--- config.mk ---
export PLATFORM = sky130hd
export DESIGN_NAME = imem_boot_loader
export DESIGN_NICKNAME = d
export VERILOG_FILES = /design/src/rtl/imem_boot_loader_pkg.sv /design/src/rtl/imem_boot_loader_byte_word_packer.sv /design/src/rtl/imem_boot_loader.sv
export SDC_FILE = /design/constraint.sdc
export NUM_CORES = 1
export LEC_CHECK = 0
export BUFFER_PORTS_ARGS = -buffer_cell sky130_fd_sc_hd__buf_2
export CAP_MARGIN = 20
export CORE_MARGIN = 2
export CORE_UTILIZATION = 55
export CTS_CLUSTER_SIZE = 24
export DETAILED_ROUTE_END_ITERATION = 8
export GPL_TIMING_DRIVEN = 0
export PLACE_DENSITY = 0.86
export SYNTH_ARGS = -nofsm -noshare
export SYNTH_HDL_FRONTEND = slang
export SYNTH_SLANG_ARGS = --single-unit
--- constraint.sdc ---
create_clock -name clk -period 3.5 [get_ports clk]
set_clock_uncertainty 0.1 [all_clocks]
set_input_delay 0.7 -clock clk [delete_from_list [all_inputs] [get_ports clk]]
set_output_delay 0.7 -clock clk [all_outputs]
set_load 0.03 [all_outputs]
--- src/rtl/imem_boot_loader_pkg.sv ---
// Shared definitions for the instruction-memory boot loader.
// Holds the FSM state encoding and the stream framing constants.
// Imported by the loader top and its byte packer.
package imem_boot_loader_pkg;

    // Stream framing: 2 header bytes carry the word count, 4 bytes per word.
    localparam int HDR_BYTES      = 2;
    localparam int BYTES_PER_WORD = 4;
    localparam int BYTE_W         = 8;
    localparam int PACK_W         = BYTES_PER_WORD * BYTE_W;

    // Loader states, IDLE..ERR.
    typedef enum logic [2:0] {
        ST_IDLE  = 3'd0,
        ST_HDR0  = 3'd1,
        ST_HDR1  = 3'd2,
        ST_DATA  = 3'd3,
        ST_WRITE = 3'd4,
        ST_DONE  = 3'd5,
        ST_ERR   = 3'd6
    } boot_state_t;

endpackage

--- src/rtl/imem_boot_loader_byte_word_packer.sv ---
// Packs a big-endian byte stream into 32-bit words (first byte lands in [31:24]).
// Latency: word register updated on the edge a byte is shifted in; word_full_o flags the 4th byte combinationally.
// Backpressure: none of its own; the caller only asserts shift_i on an accepted transfer.
module byte_word_packer
    import imem_boot_loader_pkg::*;
(
    input  logic              clk,
    input  logic              rst_n,
    input  logic              clr_i,
    input  logic              shift_i,
    input  logic [BYTE_W-1:0] byte_i,
    output logic [PACK_W-1:0] word_o,
    output logic              word_full_o
);

    localparam logic [1:0] IDX_LAST = 2'(BYTES_PER_WORD - 1);

    logic [PACK_W-1:0] word_q;
    logic [1:0]        idx_q;

    // Shift register and byte index; cleared on reset and at the start of every load.
    always_ff @(posedge clk) begin
        if (!rst_n || clr_i) begin
            word_q <= '0;
            idx_q  <= '0;
        end else if (shift_i) begin
            word_q <= {word_q[PACK_W-BYTE_W-1:0], byte_i};
            idx_q  <= idx_q + 2'd1;
        end
    end

    assign word_o      = word_q;
    assign word_full_o = shift_i && (idx_q == IDX_LAST);

endmodule

--- src/rtl/imem_boot_loader.sv ---
// Boot loader: streams a word-count header plus big-endian words into the IM, holding the CPU in reset until complete.
// Latency: 4th byte of a word accepted in cycle t -> im_we in t+1; last write in t -> done/cpu_rst_n in t+1.
// Backpressure: rx_ready low in IDLE, WRITE, DONE and ERR; bytes move only on rx_valid & rx_ready.
module imem_boot_loader
    import imem_boot_loader_pkg::*;
#(
    parameter int ADDR_W = 8,
    parameter int WORD_W = 32
) (
    input  logic              clk,
    input  logic              rst_n,
    input  logic              start,
    input  logic [7:0]        rx_data,
    input  logic              rx_valid,
    output logic              rx_ready,
    output logic              im_we,
    output logic [ADDR_W-1:0] im_addr,
    output logic [WORD_W-1:0] im_wdata,
    output logic              cpu_rst_n,
    output logic              done,
    output logic              error,
    output logic [15:0]       words_loaded
);

    // Capacity is compared in 17 bits so that N == 2**16 style edge cases cannot alias.
    localparam logic [16:0]       CAPACITY = 17'd1 << ADDR_W;
    localparam logic [ADDR_W-1:0] ADDR_ONE = {{(ADDR_W-1){1'b0}}, 1'b1};

    boot_state_t       state_q;
    logic [15:0]       n_q;
    logic [15:0]       words_q;
    logic [ADDR_W-1:0] im_addr_q;
    logic              rx_ready_q;
    logic              im_we_q;
    logic              cpu_rst_n_q;
    logic              done_q;
    logic              error_q;

    logic              xfer;
    logic              load_start;
    logic [15:0]       n_d;
    logic [15:0]       words_d;
    logic [PACK_W-1:0] pk_word;
    logic              pk_full;

    assign xfer       = rx_valid && rx_ready_q;
    assign load_start = start && ((state_q == ST_IDLE) || (state_q == ST_DONE) || (state_q == ST_ERR));
    assign n_d        = {n_q[15:8], rx_data};
    assign words_d    = words_q + 16'd1;

    byte_word_packer u_packer (
        .clk         (clk),
        .rst_n       (rst_n),
        .clr_i       (load_start),
        .shift_i     (xfer && (state_q == ST_DATA)),
        .byte_i      (rx_data),
        .word_o      (pk_word),
        .word_full_o (pk_full)
    );

    // Loader FSM with all outputs registered; im_we is a single-cycle pulse tied to WRITE.
    always_ff @(posedge clk) begin
        if (!rst_n) begin
            state_q     <= ST_IDLE;
            n_q         <= '0;
            words_q     <= '0;
            im_addr_q   <= '0;
            rx_ready_q  <= 1'b0;
            im_we_q     <= 1'b0;
            cpu_rst_n_q <= 1'b0;
            done_q      <= 1'b0;
            error_q     <= 1'b0;
        end else begin
            im_we_q <= 1'b0;
            case (state_q)
                ST_IDLE, ST_DONE, ST_ERR: begin
                    if (start) begin
                        state_q     <= ST_HDR0;
                        rx_ready_q  <= 1'b1;
                        words_q     <= '0;
                        im_addr_q   <= '0;
                        done_q      <= 1'b0;
                        error_q     <= 1'b0;
                        cpu_rst_n_q <= 1'b0;
                    end
                end
                ST_HDR0: begin
                    if (xfer) begin
                        n_q[15:8] <= rx_data;
                        state_q   <= ST_HDR1;
                    end
                end
                ST_HDR1: begin
                    if (xfer) begin
                        n_q <= n_d;
                        if (n_d == 16'd0) begin
                            // Empty image: release the CPU straight away.
                            state_q     <= ST_DONE;
                            rx_ready_q  <= 1'b0;
                            done_q      <= 1'b1;
                            cpu_rst_n_q <= 1'b1;
                        end else if ({1'b0, n_d} > CAPACITY) begin
                            state_q    <= ST_ERR;
                            rx_ready_q <= 1'b0;
                            error_q    <= 1'b1;
                        end else begin
                            state_q <= ST_DATA;
                        end
                    end
                end
                ST_DATA: begin
                    if (pk_full) begin
                        state_q    <= ST_WRITE;
                        rx_ready_q <= 1'b0;
                        im_we_q    <= 1'b1;
                    end
                end
                ST_WRITE: begin
                    words_q <= words_d;
                    if (words_d == n_q) begin
                        // Address is left on the last word so a full image never wraps to 0.
                        state_q     <= ST_DONE;
                        done_q      <= 1'b1;
                        cpu_rst_n_q <= 1'b1;
                    end else begin
                        state_q    <= ST_DATA;
                        rx_ready_q <= 1'b1;
                        im_addr_q  <= im_addr_q + ADDR_ONE;
                    end
                end
                default: begin
                    state_q    <= ST_IDLE;
                    rx_ready_q <= 1'b0;
                end
            endcase
        end
    end

    assign rx_ready     = rx_ready_q;
    assign im_we        = im_we_q;
    assign im_addr      = im_addr_q;
    assign im_wdata     = WORD_W'(pk_word);
    assign cpu_rst_n    = cpu_rst_n_q;
    assign done         = done_q;
    assign error        = error_q;
    assign words_loaded = words_q;

endmodule

Yosys cells after proc, flatten, opt, wreduce, memory -nomap -nowiden
Index checks and enable logic that the tools add are counted.

Add/sub/neg operators: 3. Magnitude comparators: 1. Eq/ne operators: 18. Multiplexer cells: 32. Bitwise operators: 2. Reduce and logical (&&, ||, !) cells: 23.

Operators with widths (number): $pmux W16 S2 (1); $pmux W8 S2 (2); $mux W8 (3); $mux W3 (7); $ne A2 B2 Y1 const B (9); $add A16 B1 Y16 const B (1); $eq A16 B16 Y1 (1); $gt A16 B9 Y1 const B (1); $logic_not A16 Y1 (1); $mux W16 (1); $pmux W3 S5 (1); $mux W1 (14); $reduce_and A5 Y1 (2); $eq A3 B3 Y1 const B (3); $add A8 B1 Y8 const B (1); $eq A3 B2 Y1 const B (2); $reduce_and A2 Y1 (3); $reduce_and A3 Y1 (2); $reduce_and A6 Y1 (1); $pmux W1 S5 (1); $logic_and A1 B1 Y1 (4); $reduce_and A4 Y1 (1); $reduce_bool A2 Y1 (2); $eq A3 B1 Y1 const B (1); other kinds (11) (14).

Register bits after elaboration: 81. Bits of input ports: 12. Output and inout port bits: 61. Logic and storage cells: 90.

Depth between registers and ports, before layout
Word-level depth: 5. Mapped depth: 10. Depth with buffers taken out: 9.

By module
Synthesis repeated with hierarchy kept, for this count alone.

Cells, all modules: 463. Area total of the unflattened synthesis: 4008.8 sq um.

Modules (own cells, without submodules): imem_boot_loader (instances 1, cells an instance 350, area an instance 2736.4 sq um, seq. area each 940.9 sq um); byte_word_packer (instances 1, cells an instance 113, area an instance 1272.5 sq um, seq. area each 680.7 sq um).

Least setup slack after synthesis
No wires, ideal clock.

Kind: reg2reg. From: register words_q[0] (netlist: words_loaded[0]). To: register im_addr_q[3] (netlist: im_addr[3]). Setup time: 0.134 ns. Arrival time: 2.528 ns. Required time: 3.266 ns. Path slack: 0.738 ns. Stages on the path, launching flop included: 11. Cells stage by stage: dfxtp_1 > ha_1 > buf_2 > and3_1 > nand3_1 > xnor2_1 > nor4_1 > nand4_2 > o211ai_1 > or2_1 > o32ai_1.

Longest elaborated chain between the ends: 4.

Ends and longest elaborated chain: start, declared (line imem_boot_loader.sv:31) `logic [15:0] words_q;`; start signal, assigned (line imem_boot_loader.sv:119) `words_q <= words_d;`; $add A16 B1 Y16 (line imem_boot_loader.sv:49) `assign words_d = words_q + 16'd1;`; $eq A16 B16 Y1 (line imem_boot_loader.sv:120) `if (words_d == n_q) begin`; $ne A2 B2 Y1 (no source line); $reduce_and A3 Y1 (no source line); end signal, assigned (line imem_boot_loader.sv:128) `im_addr_q <= im_addr_q + ADDR_ONE;`; end, declared (line imem_boot_loader.sv:32) `logic [ADDR_W-1:0] im_addr_q;`.

Every way passes these cells. A chain may end at the register's enable or synchronous reset.

Worst setup path in the final report
Ends and elaborated chain as after synthesis.

==> summary.txt <==
Outcome
  • Status: complete, no violations

Drt
  • Count of unresolved DRC violations after routing: 0
  • Drt first pass iters: 4
  • Average via count per standard cell: 5.79
  • DR iter-0 viols: 279
  • Number of vias in the routed layout: 4005
  • Total wirelength of the detailed-routed design: 10200 microns
  • Residual antenna-violating net count after detailed routing: 0
  • Routed wire per std cell: 14.8 microns

Die
  • Die boundary width: 89.1 microns
  • Chip height: 89.1 microns
  • I/O pin total: 73
  • Effective utilization at floorplan: 0.558
  • Area inside the core boundary: 7140 sq um
  • Area of the die: 7940 sq um
  • Cell Rows: 31

Worst setup path
  • Required @ worst endpoint: 3650 ps
  • Peak per-stage delay on the critical path: 520 ps
  • Worst-path cell chain: ha_1 -> buf_2 -> and3_1 -> nand3_1 -> xnor2_1 -> nor4_1 -> nand4_2 -> o211ai_1 -> or2_1 -> o32ai_1
  • Element type at the critical path end: register
  • Library cell contributing the largest single delay on the critical path: sky130_fd_sc_hd__dfxtp_1
  • Data arrival, critical path: 3320 ps
  • Worst Setup Path Type: register to register
  • Category of the worst setup path launch point: register
  • CP Max Fanout: 8

Synth
  • Number of flops mapped to enable cells by yosys: 0
  • Post-synth top flop: sky130_fd_sc_hd__dfxtp_1
  • Yosys cell types: 59
  • Number of cells produced by synthesis: 505
  • Area of the mapped netlist: 3980 sq um
  • Synthesized area divided by synthesized cell count: 7.89 sq um
  • Share of flip-flops with an asynchronous set or reset: 0
  • Synthesized flop and latch total: 81
  • Post-synth net total: 520
  • Sequential-to-total area share from yosys stat: 0.407
  • Number of synthesis warnings: 0

Clock network
  • Clock transition at path regs: 90 ps
  • Cts repair resizes: 0
  • Insertion delay to the later sink of the worst-skew pair: 370 ps
  • Number of buffers on the longest clock path: 2
  • Clock Sinks: 81
  • CTS tree: done
  • Total of hold buffers inserted after clock tree synthesis: 0
  • Clock H-tree levels: 3
  • Root Driver: sky130_fd_sc_hd__clkbuf_8
  • Number of setup buffers added after CTS: 0
  • Number of CTS-inserted buffers: 9

GRT
  • Via count of the first global-routing pass: 3445
  • Total congestion overflow: 0
  • Wire length of the first global-routing pass: 16100 microns
  • Aggregate global-route resource usage: 0.261
  • Pin count of the biggest net entering global routing: 15
  • Initial antenna violation count: 0

Final layout
  • Nets@finish: 603
  • Number of antenna repair diodes: 0
  • Fill cell total of the finished layout: 644
  • Non-Filler Instances: 692
  • Share of final-layout standard cells stronger than drive strength 1: 0.179
  • Most frequent cells in the layout: 93 x sky130_fd_sc_hd__nand2_1, 81 x sky130_fd_sc_hd__dfxtp_1, 79 x sky130_fd_sc_hd__buf_2
  • Final cell area excluding filler cells: 4650 sq um
  • Area growth from synthesis to layout: 16.7%
  • Commonest non-fill, non-tap cell in the layout: sky130_fd_sc_hd__nand2_1
  • Final Core Density: 0.651

Hold path
  • Path class of the lowest-slack min-delay path: register to register

Timing
  • Finish-stage setup viols: 0
  • Worst Max-Slew Pin Slew: 824 ps
  • Headroom to the max-slew limit: 0.448
  • Accumulated negative setup slack: 0 ps
  • Fmax: 315 MHz
  • Final Max Tran Viols: 0
  • Final hold violations: 0
  • RSZ-0062 raised after global routing: no
  • Final worst slack: 329 ps
  • Min cycle time layout: 3170 ps
  • Final Cycle Share: 0.906

Run
  • Max-cap violations: 0

Placement
  • Gp weighted congestion: 0.923
  • Post-placement worst setup slack: 464 ps
  • Cell total after placement: 676
  • Instance area at placement: 4470 sq um
  • DPL Wire Length: 7480 microns
  • # port buffers: 72

Power
  • LEAKAGE: 1.77 nW
  • Pwr Density: 441 nW/um^2
  • Worst supply voltage drop on vdd: 0.223 mV
## synthesized netlist by cell type, types with 4 or more instances
cell | instances | area share
sky130_fd_sc_hd__a31oi_1 | 5 | 0.0079
sky130_fd_sc_hd__dfxtp_1 | 81 | 0.41
sky130_fd_sc_hd__a21oi_1 | 59 | 0.074
sky130_fd_sc_hd__xnor2_1 | 17 | 0.037
sky130_fd_sc_hd__buf_2 | 7 | 0.0088
sky130_fd_sc_hd__o21ai_0 | 22 | 0.028
sky130_fd_sc_hd__o211ai_1 | 4 | 0.0075
sky130_fd_sc_hd__clkbuf_1 | 28 | 0.026
sky130_fd_sc_hd__or3_1 | 8 | 0.013
sky130_fd_sc_hd__nand2_1 | 93 | 0.088
sky130_fd_sc_hd__and3_1 | 6 | 0.0094
sky130_fd_sc_hd__or4_1 | 5 | 0.0094
sky130_fd_sc_hd__nor2_1 | 48 | 0.045
sky130_fd_sc_hd__inv_1 | 6 | 0.0057
sky130_fd_sc_hd__nor4_1 | 6 | 0.0094
sky130_fd_sc_hd__nand4_1 | 5 | 0.0079
sky130_fd_sc_hd__nand3_1 | 12 | 0.015
sky130_fd_sc_hd__nor3_1 | 7 | 0.0088
sky130_fd_sc_hd__xor2_1 | 7 | 0.015
sky130_fd_sc_hd__mux2i_1 | 19 | 0.048
## layer usage
metal / track usage / wire [microns] / vias up
li1: - / - / 1941
met1: 0.369 / 4510 / 1882
met2: 0.382 / 4690 / 153
met3: 0.0452 / 720 / 29
met4: 0.130 / 313 / 0
met5: 0 / 0 / -
## flip-flops by register name, indices dropped and copies added (netlist names)
name / flops
u_packer.word_o: 32
n_q: 16
words_loaded: 16
im_addr: 8
state_q: 3
u_packer.idx_q: 2
done: 1
error: 1
im_we: 1
rx_ready: 1
## final timing paths
kind / start / end / slack [ps] / depth (start not counted)
hold / removal: u_packer.word_o[26]$_SDFFE_PP0P_ / u_packer.word_o[26]$_SDFFE_PP0P_ / 360 / 2
setup reg to reg: words_loaded[0]$_SDFFE_PN0P_ / im_addr[3]$_SDFFE_PN0P_ / 330 / 10
hold reg to reg: u_packer.word_o[26]$_SDFFE_PP0P_ / u_packer.word_o[26]$_SDFFE_PP0P_ / 360 / 2
setup / recovery: words_loaded[0]$_SDFFE_PN0P_ / im_addr[3]$_SDFFE_PN0P_ / 330 / 10
## report_power, final
part / leakage [nW] / total, mW / switching (mW) / internal, mW
clock network: 0.0922 / 0.634 / 0.357 / 0.278
registers: 0.653 / 0.967 / 0.0192 / 0.948
logic: 1.03 / 0.449 / 0.306 / 0.143
total: 1.77 / 2.05 / 0.681 / 1.37
## cells by family (layout without fill, tap and decap cells)
kind of cell	after synthesis	after routing	synth area share
fa+ha+maj	3	3	0.00943
flops	81	81	0.407
simple gates	213	213	0.257
xor+xnor	24	24	0.0528
mux	19	19	0.0478
compound gates	120	120	0.180
buf+inv	45	133	0.0456
## final cells by class
type	count	area, sq um	area share
buffer	38	155	0.0334
clock buffer	10	138	0.0296
clock inverter	6	43.8	0.00942
inverter	7	26.3	0.00565
multi-input combinational	379	2180	0.469
sequential	81	1620	0.349
tap	99	124	0.0266
timing repair buffer	72	360	0.0775
## worst max-delay path: cells and delay by family, from the launching register on
| family | cells | cell delay (ps) |
|---|---|---|
| flops | 1 | 520 |
| simple gates | 5 | 1400 |
| compound gates | 2 | 440 |
| xor+xnor | 1 | 220 |
| fa+ha+maj | 1 | 200 |
| buf+inv | 1 | 170 |
## metrics by stage
step | total power [mW] | hold slack (ps)
after global placement | 1.42 | 342
after detailed placement | 1.43 | 347
after CTS | 2.05 | 359
final | 2.05 | 360
after global routing | 2.15 | 380
after floorplan | 1.32 | 340
Power figures use the tool's default switching activity.
